**src/rtl/crc8_frame_ctrl.sv**
```systemverilog
// ----------------------------------------------------------------------------
// crc8_frame_ctrl
//
// Frame-level sequencer wrapped around an external crc8_core (polynomial 0x07,
// initial value 0x00). Bytes flow from the s_* stream to the m_* stream through
// a single output register. Every accepted byte is also fed to the core, which
// is held in reset for the one IDLE cycle that precedes each frame.
//
// APPEND mode (mode_i = 0): the frame is forwarded and the CRC byte is added
// after it, carrying m_last_o. frame_len_o reports the emitted length
// including the CRC byte.
// CHECK mode (mode_i = 1): the frame, including its trailing CRC byte, is
// forwarded unmodified. One cycle after the last byte is accepted, a
// status_valid_o pulse reports crc_ok_o and frame_len_o.
//
// Ports:
//   clk_i, rst_i          clock, synchronous active-high reset
//   mode_i                0 = APPEND, 1 = CHECK; sampled in IDLE only
//   s_data_i/s_valid_i/s_last_i/s_ready_o   input byte stream
//   m_data_o/m_valid_o/m_last_o/m_ready_i   output byte stream
//   crc_rst_o/crc_data_o/crc_valid_o        drive the external core
//   crc_i                 core result, valid 1 cycle after its last update
//   status_valid_o        1-cycle pulse: CHECK result available
//   crc_ok_o              CHECK result, held until the next pulse
//   frame_len_o           length of the completed frame (saturating)
// ----------------------------------------------------------------------------
module crc8_frame_ctrl #(
    parameter int LEN_W = 16
) (
    input  logic             clk_i,
    input  logic             rst_i,
    input  logic             mode_i,
    input  logic [7:0]       s_data_i,
    input  logic             s_valid_i,
    input  logic             s_last_i,
    output logic             s_ready_o,
    output logic [7:0]       m_data_o,
    output logic             m_valid_o,
    output logic             m_last_o,
    input  logic             m_ready_i,
    output logic             crc_rst_o,
    output logic [7:0]       crc_data_o,
    output logic             crc_valid_o,
    input  logic [7:0]       crc_i,
    output logic             status_valid_o,
    output logic             crc_ok_o,
    output logic [LEN_W-1:0] frame_len_o
);

    typedef enum logic [1:0] {
        IDLE   = 2'd0,
        PASS   = 2'd1,
        SETTLE = 2'd2,
        APPEND = 2'd3
    } state_t;

    localparam logic [LEN_W-1:0] LEN_MAX = '1;

    state_t           state;
    state_t           next_state;
    logic             mode_q;
    logic [LEN_W-1:0] count;
    logic [7:0]       crc_q;

    logic             out_free;
    logic             accept;

    // Controls produced by the next-state logic for the datapath registers
    logic             load_out;
    logic [7:0]       load_data;
    logic             load_last;
    logic             clear_count;
    logic             capture_crc;
    logic             report;
    logic             append_done;

    // Counter increment that sticks at the top of its range
    function automatic logic [LEN_W-1:0] sat_inc(input logic [LEN_W-1:0] v);
        return (v == LEN_MAX) ? v : v + 1'b1;
    endfunction

    // The output register can take a new byte when it is empty or its
    // current byte is leaving on this edge.
    assign out_free    = !m_valid_o || m_ready_i;
    assign s_ready_o   = (state == PASS) && out_free;
    assign accept      = s_valid_i && s_ready_o;

    // The core sees exactly the accepted bytes and is cleared before each frame
    assign crc_rst_o   = (state == IDLE);
    assign crc_valid_o = accept;
    assign crc_data_o  = s_data_i;

    // State register
    always_ff @(posedge clk_i) begin
        if (rst_i) begin
            state <= IDLE;
        end else begin
            state <= next_state;
        end
    end

    // Next-state and datapath control. SETTLE exists because the core needs
    // one cycle after the final byte before crc_i reflects the whole frame.
    always_comb begin
        next_state  = state;
        load_out    = 1'b0;
        load_data   = s_data_i;
        load_last   = 1'b0;
        clear_count = 1'b0;
        capture_crc = 1'b0;
        report      = 1'b0;
        append_done = 1'b0;
        case (state)
            IDLE: begin
                clear_count = 1'b1;
                next_state  = PASS;
            end
            PASS: begin
                if (accept) begin
                    load_out  = 1'b1;
                    load_last = s_last_i && mode_q;
                    if (s_last_i) begin
                        next_state = SETTLE;
                    end
                end
            end
            SETTLE: begin
                if (mode_q) begin
                    report     = 1'b1;
                    next_state = IDLE;
                end else begin
                    capture_crc = 1'b1;
                    next_state  = APPEND;
                end
            end
            APPEND: begin
                if (out_free) begin
                    load_out    = 1'b1;
                    load_data   = crc_q;
                    load_last   = 1'b1;
                    append_done = 1'b1;
                    next_state  = IDLE;
                end
            end
            default: begin
                next_state = IDLE;
            end
        endcase
    end

    // Output stage: holds its byte steady while downstream stalls and
    // empties once the byte is taken with nothing new behind it.
    always_ff @(posedge clk_i) begin
        if (rst_i) begin
            m_data_o  <= 8'h00;
            m_valid_o <= 1'b0;
            m_last_o  <= 1'b0;
        end else if (load_out) begin
            m_data_o  <= load_data;
            m_valid_o <= 1'b1;
            m_last_o  <= load_last;
        end else if (m_valid_o && m_ready_i) begin
            m_valid_o <= 1'b0;
        end
    end

    // Frame bookkeeping: mode is frozen for the whole frame at IDLE, the
    // byte counter runs over accepted bytes, and the CRC is parked in
    // crc_q until the output register is free to emit it.
    always_ff @(posedge clk_i) begin
        if (rst_i) begin
            mode_q <= 1'b0;
            count  <= '0;
            crc_q  <= 8'h00;
        end else begin
            if (clear_count) begin
                mode_q <= mode_i;
                count  <= '0;
            end else if (accept) begin
                count <= sat_inc(count);
            end
            if (capture_crc) begin
                crc_q <= crc_i;
            end
        end
    end

    // Status reporting. A CHECK frame is good when the running CRC over
    // all of its bytes, trailing CRC included, comes out to zero.
    always_ff @(posedge clk_i) begin
        if (rst_i) begin
            status_valid_o <= 1'b0;
            crc_ok_o       <= 1'b0;
            frame_len_o    <= '0;
        end else begin
            status_valid_o <= report;
            if (report) begin
                crc_ok_o    <= (crc_i == 8'h00);
                frame_len_o <= count;
            end else if (append_done) begin
                frame_len_o <= sat_inc(count);
            end
        end
    end

endmodule

```
**config.mk**
```make
export PLATFORM = sky130hd
export DESIGN_NAME = crc8_frame_ctrl
export DESIGN_NICKNAME = d
export VERILOG_FILES = /design/src/rtl/crc8_frame_ctrl.sv
export SDC_FILE = /design/constraint.sdc
export NUM_CORES = 1
export LEC_CHECK = 0
export ABC_CLOCK_PERIOD_IN_PS = 2800
export CORE_UTILIZATION = 30
export DETAILED_ROUTE_END_ITERATION = 8
export GPL_ROUTABILITY_DRIVEN = 0
export SETUP_SLACK_MARGIN = 0.15
export SYNTH_ARGS = -nofsm -noshare
export SYNTH_HDL_FRONTEND = slang
export SYNTH_SLANG_ARGS = --single-unit
```
**constraint.sdc**
```tcl
create_clock -name clk_i -period 2.8 [get_ports clk_i]
set_input_delay 0.28 -clock clk_i [delete_from_list [all_inputs] [get_ports clk_i]]
set_output_delay 0.28 -clock clk_i [all_outputs]
set_load 0.05 [all_outputs]
```
# Word level (Yosys, flattened, before mapping)

Index checks and enable logic that the tools add are counted.

Word-level logic and storage cells: 53
Output and inout bits: 39
Register bits: 55
Bits of input ports: 22

Eq/ne operators: 7
Add/sub/neg operators: 1
Reductions and logical operators: 12
Muxes and demuxes: 23

Operators with widths:

| operator                                      | number |
|---|---|
| two-way mux 16 bit                            | 3 |
| adder 16 x 1 -> 16 bit, second input constant | 1 |
| == test 16 bit, second input constant         | 1 |
| two-way mux 8 bit                             | 2 |
| two-way mux 1 bit                             | 11 |
| logical NOT 8 bit                             | 1 |
| two-way mux 2 bit                             | 4 |
| case mux 2 bit (4 select lines)               | 1 |
| inequality test 2 bit, second input constant  | 3 |
| == test 2 bit, second input constant          | 2 |
| logical AND 1 bit                             | 4 |
| case mux 1 bit (2 select lines)               | 2 |
| nonzero test 2 bit                            | 2 |
| AND reduction 3 bit                           | 1 |
| == test 2 x 1 -> 1 bit, second input constant | 1 |
| logical NOT 2 bit                             | 1 |
| OR reduction 2 bit                            | 1 |
| logical NOT 1 bit                             | 1 |
| logical OR 1 bit                              | 1 |

# Logic depth before layout (Yosys ltp)

Depth after elaboration: 7
Depth in mapped cells: 8
Depth with buffers taken out: 6

# Least setup slack after synthesis

Ideal clock, no wire load.

Kind: register to register
Start point: register state[0]
End point: register count[10]
Stages on the path, launching flop included: 7
Path buffers: 3
Slack: 0.803 ns
Data arrival time: 1.869 ns
Clock period less this slack: 1.997 ns
Data required time: 2.672 ns
Setup time: 0.128 ns
Cells stage by stage: dfxtp_1 > buf_2 > nor2_1 > or2_1 > clkbuf_1 > clkbuf_1 > nor2_1

Word-level cells in the longest chain between the ends: 3
Elaborated cells between the ends (all ways): 6
Classes of those cells: eq/ne (1); mux (1); reduce/logical (4)

Ends and longest elaborated chain:

| item                         | line | text |
|---|---|---|
| start: declaration           | 59   | `state_t state;` |
| start signal: assignment     | 98   | `state <= next_state;` |
| logical NOT 2 bit            | --   |  |
| named net crc_rst_o          | 41   | `output logic crc_rst_o,` |
| two-way mux 1 bit            | 113  | `case (state)` |
| OR reduction 2 bit (no line) | --   |  |
| end signal: assignment       | 180  | `count <= sat_inc(count);` |
| end: declaration             | 62   | `logic [LEN_W-1:0] count;` |

The timed path passes the listed nets, and every way through them passes these cells.
A chain may end at the register's enable or synchronous reset.

# Final worst setup path

Start point: register count[0]
End point: register frame_len_o[0]

Word-level cells in the longest chain between the ends: 4
Elaborated cells between the ends (all ways): 5
Classes of those cells: add/sub (1); eq/ne (1); mux (3)

Ends and longest elaborated chain:

| item                                                     | line | text |
|---|---|---|
| adder 16 x 1 -> 16 bit or == test 16 bit (tied branches) | 79   | `return (v == LEN_MAX) ? v : v + 1'b1;` |
| two-way mux 16 bit                                       | 79   |  |
| two-way mux 16 bit                                       | 200  | `end else if (append_done) begin` |
| two-way mux 16 bit (*)                                   | 197  | `if (report) begin` |
| end signal: assignment                                   | 199  | `frame_len_o <= count;` |
| end signal: assignment                                   | 201  | `frame_len_o <= sat_inc(count);` |
| end: declaration                                         | 47   | `output logic [LEN_W-1:0] frame_len_o` |

Every way passes the cells marked *; elsewhere a longest branch is shown, timed or not. The select of a mux whose other input is x is not followed.

==> impl_metrics.ini <==
[route]
ant_nets = 0
avgRoutedWirePerCell_um = 15.7
via_per_inst = 5.23
drt-total-wl_um = 7480
drt_iter0_drc = 112
drc = 0
dr.pass1.iters = 6
num_vias = 2500

[finish]
drive_gt1_share_pct = 7.30
final_nets = 392
utilization_pct = 40.0
stdcell_area_sq_um = 3510
diodes = 0
areaGrowthSynthToFinish_pct = 28.4

[clock_network]
cts_hold_buf = 0
cts.clk_slew.worst_paths_ns = 0.10
cts_resized = 0
h-tree-depth = 2
clock_latency_ns = 0.31
cts_tree = yes
root_buffer = clkbuf_8
clockBufferDepth = 2
clock-sinks = 55
cts_setup_buffers = 0
cts_made_buffers = 5

[global_routing]
grt_usage_pct = 15.7
grt_max_degree = 43
grt_pass1_wl_um = 12300
grt_pass1_vias = 2429
grt-ovfl-total = 0
antenna_found_initial = 0

[critical_path]
r2r_slack_ns = 0.45
timing.rr.start = count[0]
endpoint = frame_len_o[0]
startpoint = count[0]
required_ns = 3.00
path_class = flop to flop
critPathMaxFanout = 8
end_kind = flop
r2r-end = frame_len_o[0]
reg2reg_depth = 7
crit_path_start_kind = flop
crit_arrival_ns = 2.54

[timing]
setup_viol_count_final = 0
fin_tns_setup_ns = 0
period_share_pct = 83.8
rsz0062_at_grt = false
slew_headroom_pct = 53.2
drv_slew = 0
whs_ns = 0.485
tightest_slew_ns = 0.695
fmax_ghz = 0.426
finalClockSkew_ns = 0.00275
period_minus_slack_ns = 2.35
hold_violations = 0

[job]
maxCapViolCount = 0

[power]
irDropWorstVdd_mv = 0.216
power_uw = 1670
leakage_uw = 0.00118
power_density_nw_per_um2 = 475

[floorplanning]
rows = 34
dieHeight_um = 97.4
die_w_um = 97.4
io-pin-count = 61
start_util_pct = 31.2
core_sq_um = 8760
die-area_sq_um = 9490

[synthesis]
synth_flop_cell = dfxtp_1
yosysMostFrequentCell = dfxtp_1
ys_seq_elements = 55
yosysWarningCount = 0
netlist_area_sq_um = 2730
yosysTopAreaCell = dfxtp_1
syn-num-nets = 349
yosysTopAreaCellShare_pct = 40.3
synth-edff-count = 0
async_flop_share_pct = 0
syn_area_per_cell_sq_um = 8.38
synthCells = 326
synthDistinctLibCells = 52
synth.area.top_cells = dfxtp_1, mux2i_1, nor2_1
seq_area_frac_synth_pct = 40.3
synthTopCellsByCount = dfxtp_1, nor2_1, nand2_1

[hold_path]
hold_path.class = flop to flop

[placement]
hpwl_um = 5110
port_buffers = 60
place_area_sq_um = 3370

[status]
status = complete, no violations
==> logic make-up after synthesis <==
group                    share of synthesized area (%)
AO/OA/AOI/OAI                                     16.2
XOR/XNOR                                          3.53
adder cells (fa/ha/maj)                          0.458
buffers and inverters                             7.24
flip-flops                                        40.3
multiplexers                                      5.86
AND/OR/NAND/NOR                                   26.4
==> stage by stage <==
stage          worst slack [ns]  instances
5_1_grt                   0.174        478
6_report                  0.453        478
4_1_cts                   0.458        478
2_1_floorplan             0.803        326
3_5_place_dp              0.482        470
3_3_place_gp              0.493        470
==> where the power goes <==
part / switching [uW] / internal, uW
combinational: 136 / 85.3
sequential: 11.0 / 796
clock: 280 / 357
==> worst max-delay path, cell delays in order (launching register included) <==
cell and delay (ns):
dfxtp_1 0.46, ha_1 0.30, nand4_2 0.18, nor4_1 0.67
buf_4 0.28, nor3_1 0.05, a221oi_1 0.22, nor2_1 0.06
==> metal layers <==
layer	vias up	global-route usage [%]	part of all wire (%)
met3	10	2.59	3.3
li1	1258	-	-
met2	44	25.3	46
met5	-	0	0
met4	0	4.75	1.2
met1	1188	21.6	50
==> layout make-up <==
cell class,count,area (sq um)
inverter,4,15.0
tap,108,135
sequential,55,1100
fill,920,5260
clock inverter,3,67.6
clock buffer,5,68.8
timing repair buffer,70,686
multi-input combinational,233,1430
==> how the worst min path moves through the flow <==
stage          slack (ns)      from  depth (start not counted)        to
6_report             0.49  crc_ok_o                          2  crc_ok_o
5_1_grt              0.52  crc_ok_o                          2  crc_ok_o
4_1_cts              0.49  crc_ok_o                          2  crc_ok_o
3_5_place_dp         0.46  crc_ok_o                          2  crc_ok_o
3_3_place_gp         0.46  crc_ok_o                          2  crc_ok_o
2_1_floorplan        0.39  s_last_i                          1  state[0]
==> sequential cells by signal, summed over array words and instances, names as in the netlist <==
register and flops:
count 16, frame_len_o 16, crc_q 8, m_data_o 8
state 2, crc_ok_o 1, m_last_o 1, m_valid_o 1
mode_q 1, status_valid_o 1
==> placed cells by master, fill, tap and decap left out, types with 3 or more instances in the layout <==
cell type	instances
inv_1	4
a31oi_1	6
dfxtp_1	55
and4_1	3
nor4_1	4
xor2_1	5
clkbuf_8	5
nor3_1	10
xnor2_1	6
nand3_1	16
buf_4	10
nand4_2	3
mux2i_1	16
a21oi_1	11
and3_1	3
nand2_1	34
and2_1	4
o21ai_0	10
a221oi_1	4
nor2_1	42
clkdlybuf4s50_1	59
nand4_1	7
a22oi_1	7
a311oi_1	11
Note: power is estimated with default switching activity, not from simulation.
